<file path="config.mk">
export PLATFORM = sky130hd
export DESIGN_NAME = uart_line_assembler
export DESIGN_NICKNAME = d
export VERILOG_FILES = /design/src/rtl/uart_line_assembler.sv
export SDC_FILE = /design/constraint.sdc
export NUM_CORES = 1
export LEC_CHECK = 0
export BUFFER_PORTS_ARGS = -buffer_cell sky130_fd_sc_hd__buf_2
export CAP_MARGIN = 5
export CORE_MARGIN = 10
export CORE_UTILIZATION = 45
export DETAILED_ROUTE_END_ITERATION = 16
export PLACE_DENSITY = 0.62
export SYNTH_ARGS = -nofsm -noshare
export SYNTH_HDL_FRONTEND = slang
export SYNTH_SLANG_ARGS = --single-unit
</file>
<file path="constraint.sdc">
create_clock -name clk -period 3.25 [get_ports clk]
set_input_delay 0.1625 -clock clk [delete_from_list [all_inputs] [get_ports clk]]
set_output_delay 0.1625 -clock clk [all_outputs]
set_load 0.01 [all_outputs]
</file>
<file path="src/rtl/uart_line_assembler.sv">
// Pops bytes from the UART RX FIFO into a line buffer until a terminator (or idle timeout),
// then holds the completed line for a consumer via valid/ack and a registered read port.
module uart_line_assembler #(
    parameter int         MAX_LEN     = 64,
    parameter logic [7:0] TERM        = 8'h0A,
    parameter bit         STRIP_CR    = 1'b1,
    parameter int         TIMEOUT_CYC = 0,
    parameter int         LEN_W       = $clog2(MAX_LEN + 1),
    parameter int         AW          = $clog2(MAX_LEN)
) (
    input  logic             clk,
    input  logic             reset_n,
    input  logic             rx_empty,
    input  logic [7:0]       rx_data,
    output logic             rx_rd,
    output logic             line_valid,
    output logic [LEN_W-1:0] line_len,
    output logic             line_overflow,
    output logic             line_timeout,
    input  logic             line_ack,
    input  logic [AW-1:0]    rd_addr,
    output logic [7:0]       rd_data
);

    // The +2 keeps the idle counter at least one bit wide when the timeout is disabled.
    localparam int               IW      = $clog2(TIMEOUT_CYC + 2);
    localparam logic [IW-1:0]    TO_LIM  = IW'(TIMEOUT_CYC);
    localparam logic [LEN_W-1:0] LEN_MAX = LEN_W'(MAX_LEN);
    localparam logic [7:0]       CR      = 8'h0D;

    typedef enum logic [1:0] {
        COLLECT,
        DISCARD,
        READY
    } state_e;

    state_e           state_q, state_d;
    logic [LEN_W-1:0] count_q, count_d;
    logic [IW-1:0]    idle_q, idle_d;
    logic             ovf_q, ovf_d;
    logic             to_q, to_d;
    logic             wr_en;
    logic             idle_tick;
    logic [7:0]       mem_q [MAX_LEN];
    logic [7:0]       rd_data_q;

    always_ff @(posedge clk or negedge reset_n) begin
        if (!reset_n) begin
            state_q <= COLLECT;
            count_q <= '0;
            idle_q  <= '0;
            ovf_q   <= 1'b0;
            to_q    <= 1'b0;
        end else begin
            state_q <= state_d;
            count_q <= count_d;
            idle_q  <= idle_d;
            ovf_q   <= ovf_d;
            to_q    <= to_d;
        end
    end

    always_comb begin
        state_d   = state_q;
        count_d   = count_q;
        idle_d    = idle_q;
        ovf_d     = ovf_q;
        to_d      = to_q;
        wr_en     = 1'b0;
        idle_tick = 1'b0;

        unique case (state_q)
            COLLECT: begin
                if (rx_rd) begin
                    idle_d = '0;
                    if (rx_data == TERM) begin
                        if (count_q != '0) begin
                            state_d = READY;
                        end
                    end else if (STRIP_CR && (rx_data == CR)) begin
                        state_d = COLLECT;
                    end else if (count_q < LEN_MAX) begin
                        wr_en   = 1'b1;
                        count_d = count_q + 1'b1;
                    end else begin
                        ovf_d   = 1'b1;
                        state_d = DISCARD;
                    end
                end else if (count_q != '0) begin
                    idle_tick = 1'b1;
                end
            end
            DISCARD: begin
                if (rx_rd) begin
                    idle_d = '0;
                    if (rx_data == TERM) begin
                        state_d = READY;
                    end
                end else begin
                    idle_tick = 1'b1;
                end
            end
            READY: begin
                if (line_ack) begin
                    state_d = COLLECT;
                    count_d = '0;
                    idle_d  = '0;
                    ovf_d   = 1'b0;
                    to_d    = 1'b0;
                end
            end
            default: state_d = COLLECT;
        endcase

        // Flush fires on the edge where the counter would reach the limit.
        if (idle_tick && (TIMEOUT_CYC != 0)) begin
            if (idle_q + 1'b1 == TO_LIM) begin
                state_d = READY;
                to_d    = 1'b1;
                idle_d  = '0;
            end else begin
                idle_d = idle_q + 1'b1;
            end
        end
    end

    always_comb begin
        rx_rd         = !rx_empty && (state_q != READY);
        line_valid    = (state_q == READY);
        line_len      = (state_q == READY) ? count_q : '0;
        line_overflow = (state_q == READY) && ovf_q;
        line_timeout  = (state_q == READY) && to_q;
    end

    always_ff @(posedge clk) begin
        if (wr_en) begin
            mem_q[count_q[AW-1:0]] <= rx_data;
        end
    end

    always_ff @(posedge clk or negedge reset_n) begin
        if (!reset_n) begin
            rd_data_q <= 8'h00;
        end else begin
            rd_data_q <= mem_q[rd_addr];
        end
    end

    assign rd_data = rd_data_q;

endmodule

</file>
==> impl_metrics.csv <==
group,metric,value,unit
clocking,cts_sinks,530,
setup_path,endpoint_kind,"register",
sta,tns,0,ns
sta,hold_slack,0.0952,ns
floorplan,dieArea,55400,um^2
cells_and_area,drive_gt1_share,28.0,%
floorplan,die_w,235,um
route,drc,0,
yosys,synthDistinctLibCells,60,
yosys,synth-edff-count,512,
route,drtIter0Drc,1089,
sta,setup_viol,0,
worst_hold_path,worstHoldPathType,"primary input to async pin",
floorplan,coreArea,45700,um^2
yosys,netlist_area,20900,um^2
sta,min_period,2.79,ns
sta,final.setup_skew,0.0138,ns
power_and_ir_drop,p_per_area,627,nW/um^2
sta,fin_crit_sh,85.8,%
clocking,numCtsBuffers,53,
cells_and_area,syn2layout_area_growth,16.0,%
placed_design,portBuffers,35,
yosys,syn_inst,1056,
power_and_ir_drop,leakage,7.91,nW
setup_path,crit_type,"register to register",
setup_path,start_kind,"register",
route,routed_wl,49800,um
clocking,post_cts_buffers,0,
global_routing,grt_pass1_wl,74400,um
yosys,ys_seq_elements,530,
global_routing,grt_pass1_vias,11000,
route,antenna_left,0,
power_and_ir_drop,ir_drop,420,uV
clocking,htree_levels,2,
global_routing,grt_max_degree,65,
floorplan,die_height,235,um
clocking,clk_root_buffer_cell,"clkbuf_16",
yosys,synth_ff_type,"edfxtp_1",
global_routing,grt_overflow,0,
setup_path,arrival,3.09,ns
yosys,async_flop_share,3.40,%
clocking,clk_pin_slew,0.06,ns
yosys,yosysSeqAreaShare,75.7,%
clocking,cts_tree,"built",
floorplan,rows,78,
route,viasPerCell,5.84,
floorplan,initial_core_util,45.7,%
sta,fmax,0.359,GHz
global_routing,track_usage,17.9,%
run,max_cap_violations,0,
sta,relSlewSlack,40.2,%
cells_and_area,layout_common_cells,"edfxtp_1, mux4_2, nor2_1, buf_4, clkbuf_16",
cells_and_area,final_common_cell,"edfxtp_1",
floorplan,num_io_pins,37,
global_routing,antenna_found_initial,2,
setup_path,cp.required,3.56,ns
route,wl_per_cell,27.2,um
placed_design,dpl.hpwl,31900,um
placed_design,gp_congestion,0.854,
yosys,syn_avg_cell_area,19.8,um^2
cells_and_area,final_net_count,1207,
clocking,clkLatencyLatePin,0.60,ns
route,drtPass1Iterations,5,
clocking,clock_path_buffers,3,
yosys,synth_warnings,0,
cells_and_area,diodes,0,
sta,rsz0062_at_grt,"false",
outcome,status,"finished, final reports clean",
route,num_vias,10700,
sta,hold_viol_final,0,
yosys,synth_nets,1076,
cells_and_area,nFillCells,3584,
sta,slew_violations,0,
setup_path,critPathMaxFanout,8,
sta,worst_pin_slew,0.894,ns
## per-stage QoR
stage / cells / utilization, % / power, mW / worst slack (ns) / cell area (um^2)
2_1_floorplan: 1056 / - / 8.35 / 0.930 / 20900
4_1_cts: 1831 / 53.1 / 15.3 / 0.0824 / 24200
3_3_place_gp: 1727 / 48.8 / 8.80 / 0.238 / 22300
3_5_place_dp: 1727 / 48.8 / 8.80 / 0.104 / 22300
6_report: 1831 / 53.1 / 15.2 / 0.463 / 24200
5_1_grt: 1831 / 53.1 / 15.7 / 0.302 / 24200
## layer usage
metal  up-vias  wire (um)  GRT usage (%)
li1       4611          -              -
met1      5574      21600           25.2
met2       434      23000           27.0
met3        76       3860           4.12
met4         0       1390           5.73
met5         -          0              0
## worst paths after layout
path                            start      endpoint  slack (ns)  cells after the start
max in group asynchronous     reset_n    rd_data[4]        2.76                      2
max                        state_q[1]  mem_q[43][7]        0.46                      5
min reg2reg                state_q[0]    state_q[0]        0.57                      2
min                           reset_n    state_q[0]         0.1                      2
min in group clk           rx_data[0]    state_q[1]        0.10                      5
max reg2reg                state_q[1]  mem_q[43][7]        0.46                      5
## critical path, stage by stage, from the launching register on
cell,delay [ns]
dfrtp_1,0.45
or3_1,0.48
nor3_2,0.52
nand4b_2,0.57
nor2_1,0.26
buf_4,0.21
## cell usage after synthesis, types with 8 or more instances
cell type  instances  area [um^2]
a31oi_1           12         75.1
buf_2             21          105
buf_4             10         75.1
clkbuf_1          16         60.1
dfrtp_1           18          450
edfxtp_1         512        15400
mux2i_1           21          210
mux4_2           109         2450
nand2_1           28          105
nand2b_1          10         62.6
nand3_1           17         85.1
nor2_1            96          360
nor2b_1            8         50.1
nor3_1            16         80.1
o21ai_0           10         50.1
o22ai_1           23          144
## what timing repair did
| item | in CTS | in global routing |
|---|---|---|
| resized for setup | 0 | 1 |
| hold buffers | 5 | 0 |
| endpoints found under the setup margin | 0 | 120 |
| hold endpoints to repair | 37 | 0 |
## logic make-up after synthesis
kind of cell,synth area share [%]
muxes,14.0
and+or+nand+nor,4.92
other,0.0179
DFF,75.7
AOI/OAI and AO/OA,3.36
adders and majority gates,0.120
buffers and inverters,1.83
## final cells by class
| cell class | instances | area (um^2) | share of cell area, % |
|---|---|---|---|
| Clock buffer | 70 | 1500 | 6.20 |
| Clock inverter | 29 | 393 | 1.62 |
| Inverter | 7 | 26.3 | 0.108 |
| Multi-Input combinational cell | 459 | 4690 | 19.4 |
| Sequential cell | 530 | 15800 | 65.3 |
| Tap cell | 600 | 751 | 3.10 |
| Timing Repair Buffer | 136 | 1050 | 4.33 |
## power breakdown
part	switching [mW]	internal, mW
Sequential	0.0906	7.56
Combinational	0.671	0.339
Clock	2.56	3.97
## flip-flops by register name (all words and copies together), names as in the netlist
register	flops
mem_q	512
ovf_q	1
state_q	2
rd_data	8
count_q	7
Note: power is estimated with default switching activity, not from simulation.
